===== src/rtl/keygen_mq_montyred_pipe.sv =====
// Three-stage streaming Montgomery reduction (q = 12289, R = 2^16) with whole-pipe stall.
// Optional output-transfer counter enabled by defining KEYGEN_MQ_MONTYRED_STATS_EN.
module keygen_mq_montyred_pipe #(
  parameter int unsigned IN_W  = 28,
  parameter int unsigned Q     = 12289,
  parameter int unsigned Q0I   = 12287,
  parameter int unsigned OUT_W = 14
) (
  input  logic             clk,
  input  logic             reset,
  input  logic             flush,
  input  logic             in_valid,
  output logic             in_ready,
  input  logic [IN_W-1:0]  in_data,
  output logic             out_valid,
  input  logic             out_ready,
  output logic [OUT_W-1:0] out_data
`ifdef KEYGEN_MQ_MONTYRED_STATS_EN
  ,
  output logic [31:0]      stat_count
`endif
);

  localparam int unsigned S_W = IN_W + 2;
  localparam int unsigned R_W = S_W - 16;
  localparam logic [15:0]    Q0I_L = 16'(Q0I);
  localparam logic [S_W-1:0] Q_S   = S_W'(Q);
  localparam logic [R_W-1:0] Q_R   = R_W'(Q);

  logic             v1, v2, v3;
  logic [IN_W-1:0]  z1;
  logic [15:0]      t1;
  logic [S_W-1:0]   s2;
  logic [R_W-1:0]   r_c;
  logic             adv_c;

  // The whole pipe advances unless the last stage is full and blocked.
  assign adv_c     = ~v3 | out_ready;
  assign in_ready  = adv_c;
  assign out_valid = v3;

  // Low 16 bits of s2 are zero by construction of t1; only the quotient matters.
  assign r_c = R_W'(s2 >> 16);

  always_ff @(posedge clk or negedge reset) begin
    if (!reset) begin
      v1       <= 1'b0;
      v2       <= 1'b0;
      v3       <= 1'b0;
      z1       <= '0;
      t1       <= '0;
      s2       <= '0;
      out_data <= '0;
    end else if (flush) begin
      v1 <= 1'b0;
      v2 <= 1'b0;
      v3 <= 1'b0;
    end else if (adv_c) begin
      v1 <= in_valid;
      v2 <= v1;
      v3 <= v2;
      if (in_valid) begin
        z1 <= in_data;
        t1 <= in_data[15:0] * Q0I_L;
      end
      if (v1) begin
        s2 <= S_W'(z1) + S_W'(t1) * Q_S;
      end
      if (v2) begin
        out_data <= OUT_W'((r_c >= Q_R) ? (r_c - Q_R) : r_c);
      end
    end
  end

`ifdef KEYGEN_MQ_MONTYRED_STATS_EN
  // Counts output transfers; flush wins over a same-cycle transfer.
  always_ff @(posedge clk or negedge reset) begin
    if (!reset) begin
      stat_count <= '0;
    end else if (flush) begin
      stat_count <= '0;
    end else if (v3 && out_ready) begin
      stat_count <= stat_count + 32'd1;
    end
  end
`endif

endmodule


===== config.mk =====
export PLATFORM = sky130hd
export DESIGN_NAME = keygen_mq_montyred_pipe
export DESIGN_NICKNAME = d
export VERILOG_FILES = /design/src/rtl/keygen_mq_montyred_pipe.sv
export SDC_FILE = /design/constraint.sdc
export NUM_CORES = 1
export LEC_CHECK = 0
export BUFFER_PORTS_ARGS = -buffer_cell sky130_fd_sc_hd__buf_2
export CAP_MARGIN = 20
export CORE_ASPECT_RATIO = 1.25
export CORE_MARGIN = 2
export CORE_UTILIZATION = 60
export CTS_BUF_LIST = sky130_fd_sc_hd__clkbuf_8
export DETAILED_ROUTE_END_ITERATION = 8
export PLACE_DENSITY_LB_ADDON = 0.25
export SYNTH_ARGS = -nofsm -noshare
export SYNTH_HDL_FRONTEND = slang
export SYNTH_SLANG_ARGS = --single-unit

===== constraint.sdc =====
create_clock -name clk -period 8.3 [get_ports clk]
set_input_delay 2.49 -clock clk [delete_from_list [all_inputs] [get_ports clk]]
set_output_delay 2.49 -clock clk [all_outputs]
set_load 0.02 [all_outputs]

==> out/results.txt <==
The run finished with clean final reports. The aggregate global-route resource usage came out at 23.1%. The final critical-path setup slack was 1240 ps; the post-place setup slack was 809 ps. Setup repair after global routing left no endpoint under its margin. In the final routed layout, each cell accounts on average for 14.4 um. The leading register cell type out of synthesis is sky130_fd_sc_hd__dfrtp_1. The worst-case register-to-register setup slack is 3590 ps.

The startpoint identified for the worst hold timing path is out_data[12]$_DFFE_PN0P_. The async set or reset register ratio after synthesis came out at 100%. The detail-routed via count per cell was 5.30; the critical path required time was 8520 ps.

Measured along the y axis, the die boundary spans 136 um. The top cell types in the final layout, fill and taps aside, are sky130_fd_sc_hd__inv_1, sky130_fd_sc_hd__ha_1, sky130_fd_sc_hd__fa_1. The detail route stage leaves a number of antenna-violating nets equal to 0. The met2 wirelength from detailed routing was 8730 um; the CTS H-tree depth was 3.

The hold violation total from the final report came out at 0. Summing the areas of all and, or, nand and nor instances in the mapped netlist gives 7.85% of the synthesized area. The worst setup path is captured at a flop. After layout, the minimum clock period comes to 7060 ps.

Top routing layer in use: met4. The count of distinct cell types in the synthesized netlist is 48. In the final layout, the share of cells above drive strength 1 is 10.4%. For the max-cap violation count, the log shows 0.

Wires add up to 15,400 um. Once layout is complete, the utilization of the core stands at 65.4%. Clock tree synthesis found a total of 74 sinks. The clock slew at the register clock pins of the worst setup and hold paths came out at 80 ps. Signed area change from the synthesized netlist to the final layout: 7.49%. Number of cells on the worst hold path: 2. Clock latency on the worst-skew pair, taken at its later pin, is 370 ps.

The net count after synthesis is 1,122. The setup path with the least slack is of type in2reg. For the number of antenna cells inserted, the log shows 0.

The logs give 0 for the initial antenna violation count and 0 ps for the final setup TNS. The number of buffers inserted for hold repair after clock tree synthesis came out at 0. The part of the Yosys area used for sequential elements was 22.2%. Count of standard-cell rows: 48. The CTS buffer count was 9. The tools report the post-layout net count as 1,169. In this run the tightest slew margin relative to its limit is 37.9%. The average cell area after synthesis came out at 9.91 um2.

For the effective utilization at floorplan, the log shows 60.9%. For the worst setup path, the data arrival time is 7280 ps. Routed length on met3: 251 um. The startpoint kind of the worst setup timing path is an input port.

The worst hold path belongs to the class reg2reg. For this block, the via count after detailed routing is 5,659. Counting every instance in the synthesized netlist gives 841.

The number of iterations in the first detailed-routing pass is 4. At the pin with the least slew margin, the transition time is 932 ps. The first global-routing pass estimated 26,100 um of wire. The final clock period utilization by the worst path came out at 85.0%. Once the clock tree was built, the resizer swapped 0 gates to a different size. After the first detailed-routing iteration, the DRC count stood at 206. The fraction of synthesized area in multiplexers was 3.08%; the complex-gate fraction of the synthesized area was 8.51%.

Synthesis inferred 74 register bits. The final estimated routing congestion in global placement was 0.893; the maximum number of pins on one net before global-route repair was 75. The die width is 109 um, and the via count of the first global-routing pass is 5,844. The run gives 0 as the number of synthesis warnings. Summing every instance area after synthesis gives 0.00833 mm2.

The share of the synthesized netlist area taken by xor and xnor gates is 5.36%. The maximum clock rate is 142 MHz, and the DRC violation count after routing is 0. Reg-to-reg critical path startpoint: t1[2]$_DFFE_PN0P_. For this block, wires on met1 add up to 5950 um.

Summing the areas of all fa, ha and maj instances in the mapped netlist gives 44.4% of the synthesized area. The post-CTS setup buffer count was 0; the clock skew after layout was 13.4 ps. TritonCTS built the clock tree. In this run the clock root is driven by a sky130_fd_sc_hd__clkbuf_8. The area of the die was 0.0149 mm2.

Core region area: 0.0137 mm2. The path with the worst hold slack has its endpoint at out_data[12]$_DFFE_PN0P_. The count of pins over their slew limit was 0; the maximum buffer depth of the clock tree was 2. The endpoint of the most critical register-to-register path was s2[26]$_DFFE_PN0P_. The run gives 0 as the final count of negative-setup-slack endpoints. Yosys mapped a number of flops with a built-in enable equal to 0.

The count of cells along the worst register-to-register path is 17, and the leftover overflow at the end of global routing is 0. Detailed placement finished with a half-perimeter wire length of 13,300 um. Most frequent standard cell in the layout excluding fill and tap cells: sky130_fd_sc_hd__inv_1. Of all nets on the critical path, the largest fanout is 5. Number of placed I/O pins: 49. By area, the combinational part of the netlist is dominated by adder cells. The worst-case hold slack is 472 ps, and the quantity of I/O buffers inserted on ports is 48.
[how the worst max path moves through the flow]
stage                from                 end  slack (ps)  cells after the start
2_1_floorplan  in_data[6]  t1[15]$_DFFE_PN0P_        1270                     17
3_3_place_gp   in_data[5]  t1[15]$_DFFE_PN0P_         890                     18
3_5_place_dp   in_data[6]  t1[13]$_DFFE_PN0P_         810                     18
4_1_cts        in_data[6]  t1[13]$_DFFE_PN0P_        1230                     18
5_1_grt        in_data[5]  t1[15]$_DFFE_PN0P_         930                     18
6_report       in_data[6]  t1[13]$_DFFE_PN0P_        1240                     18
[cells in the mapped netlist, types with 2 or more instances]
| library cell | number | area, um2 |
|---|---|---|
| sky130_fd_sc_hd__or2_2 | 2 | 12.5 |
| sky130_fd_sc_hd__nand2b_1 | 2 | 12.5 |
| sky130_fd_sc_hd__mux2i_1 | 2 | 20.0 |
| sky130_fd_sc_hd__o31ai_1 | 8 | 60.1 |
| sky130_fd_sc_hd__nor2b_1 | 2 | 12.5 |
| sky130_fd_sc_hd__nand4_1 | 4 | 25.0 |
| sky130_fd_sc_hd__nor3_1 | 12 | 60.1 |
| sky130_fd_sc_hd__or4_1 | 2 | 15.0 |
| sky130_fd_sc_hd__mux2_2 | 21 | 236 |
| sky130_fd_sc_hd__a21oi_1 | 22 | 110 |
| sky130_fd_sc_hd__a21boi_0 | 3 | 22.5 |
| sky130_fd_sc_hd__o21bai_1 | 3 | 22.5 |
| sky130_fd_sc_hd__nor2_1 | 22 | 82.6 |
| sky130_fd_sc_hd__clkbuf_1 | 10 | 37.5 |
| sky130_fd_sc_hd__dfrtp_1 | 74 | 1850 |
| sky130_fd_sc_hd__a211oi_1 | 5 | 37.5 |
| sky130_fd_sc_hd__and2_1 | 2 | 12.5 |
| sky130_fd_sc_hd__xor2_1 | 12 | 105 |
| sky130_fd_sc_hd__ha_1 | 169 | 2110 |
| sky130_fd_sc_hd__nand3_1 | 3 | 15.0 |
| sky130_fd_sc_hd__o21ai_0 | 50 | 250 |
| sky130_fd_sc_hd__o21a_1 | 4 | 30.0 |
| sky130_fd_sc_hd__nand2_1 | 73 | 274 |
| sky130_fd_sc_hd__inv_1 | 174 | 653 |
| sky130_fd_sc_hd__a211o_1 | 2 | 17.5 |
| sky130_fd_sc_hd__a21o_1 | 8 | 60.1 |
| sky130_fd_sc_hd__buf_6 | 2 | 22.5 |
| sky130_fd_sc_hd__fa_1 | 79 | 1580 |
| sky130_fd_sc_hd__xnor2_1 | 39 | 342 |
| sky130_fd_sc_hd__o21ai_1 | 4 | 20.0 |
| sky130_fd_sc_hd__nor4_1 | 3 | 18.8 |
| sky130_fd_sc_hd__or3_1 | 7 | 43.8 |
[cell type report]
| cell class | count | area [um2] |
|---|---|---|
| multi-input cells | 580 | 5770 |
| fillers | 1133 | 4740 |
| flip-flops and latches | 74 | 1850 |
| inverters | 174 | 653 |
| repair buffers | 49 | 250 |
| well taps | 175 | 219 |
| clock buffers | 10 | 138 |
| clock inverters | 5 | 80.1 |
[flip-flops by register name, indices dropped and copies added, names as in the netlist]
signal	count
v2	1
s2	14
z1	28
out_valid	1
t1	15
out_data	14
v1	1
[metrics by stage]
step | area (um2) | std cells
finish | 8960 | 1067
CTS | 8960 | 1067
global placement | 8740 | 1052
floorplan | 8330 | 841
global route | 8960 | 1067
detailed placement | 8740 | 1052
[per-layer routing]
layer / GRT usage (%) / up-vias
met4: 9.92 / 0
met5: 0 / -
met2: 45.3 / 74
met3: 2.21 / 34
li1: - / 2835
met1: 24.4 / 2716
[critical path, stage by stage]
cell and delay (ps):
sky130_fd_sc_hd__buf_2 140, sky130_fd_sc_hd__fa_1 540, sky130_fd_sc_hd__fa_1 520, sky130_fd_sc_hd__inv_1 50, sky130_fd_sc_hd__fa_1 490, sky130_fd_sc_hd__inv_1 50, sky130_fd_sc_hd__fa_1 460, sky130_fd_sc_hd__fa_1 540
sky130_fd_sc_hd__inv_1 50, sky130_fd_sc_hd__fa_1 490, sky130_fd_sc_hd__inv_1 40, sky130_fd_sc_hd__ha_1 350, sky130_fd_sc_hd__and2_1 180, sky130_fd_sc_hd__a31o_2 220, sky130_fd_sc_hd__nor3_1 290, sky130_fd_sc_hd__nor2_1 110
sky130_fd_sc_hd__xnor2_1 150, sky130_fd_sc_hd__o21ai_0 110
[kinds of logic after synthesis]
kind of cell               Yosys count
AOI/OAI and AO/OA                  117
xor gates and xnor gates            51
adders and majority gates          248
buffers and inverters              187
DFF                                 74
muxes                               23
and+or+nand+nor                    141
Power is not shown: default switching activity piles up to over one toggle a cycle in this logic, so the estimate is an artifact.
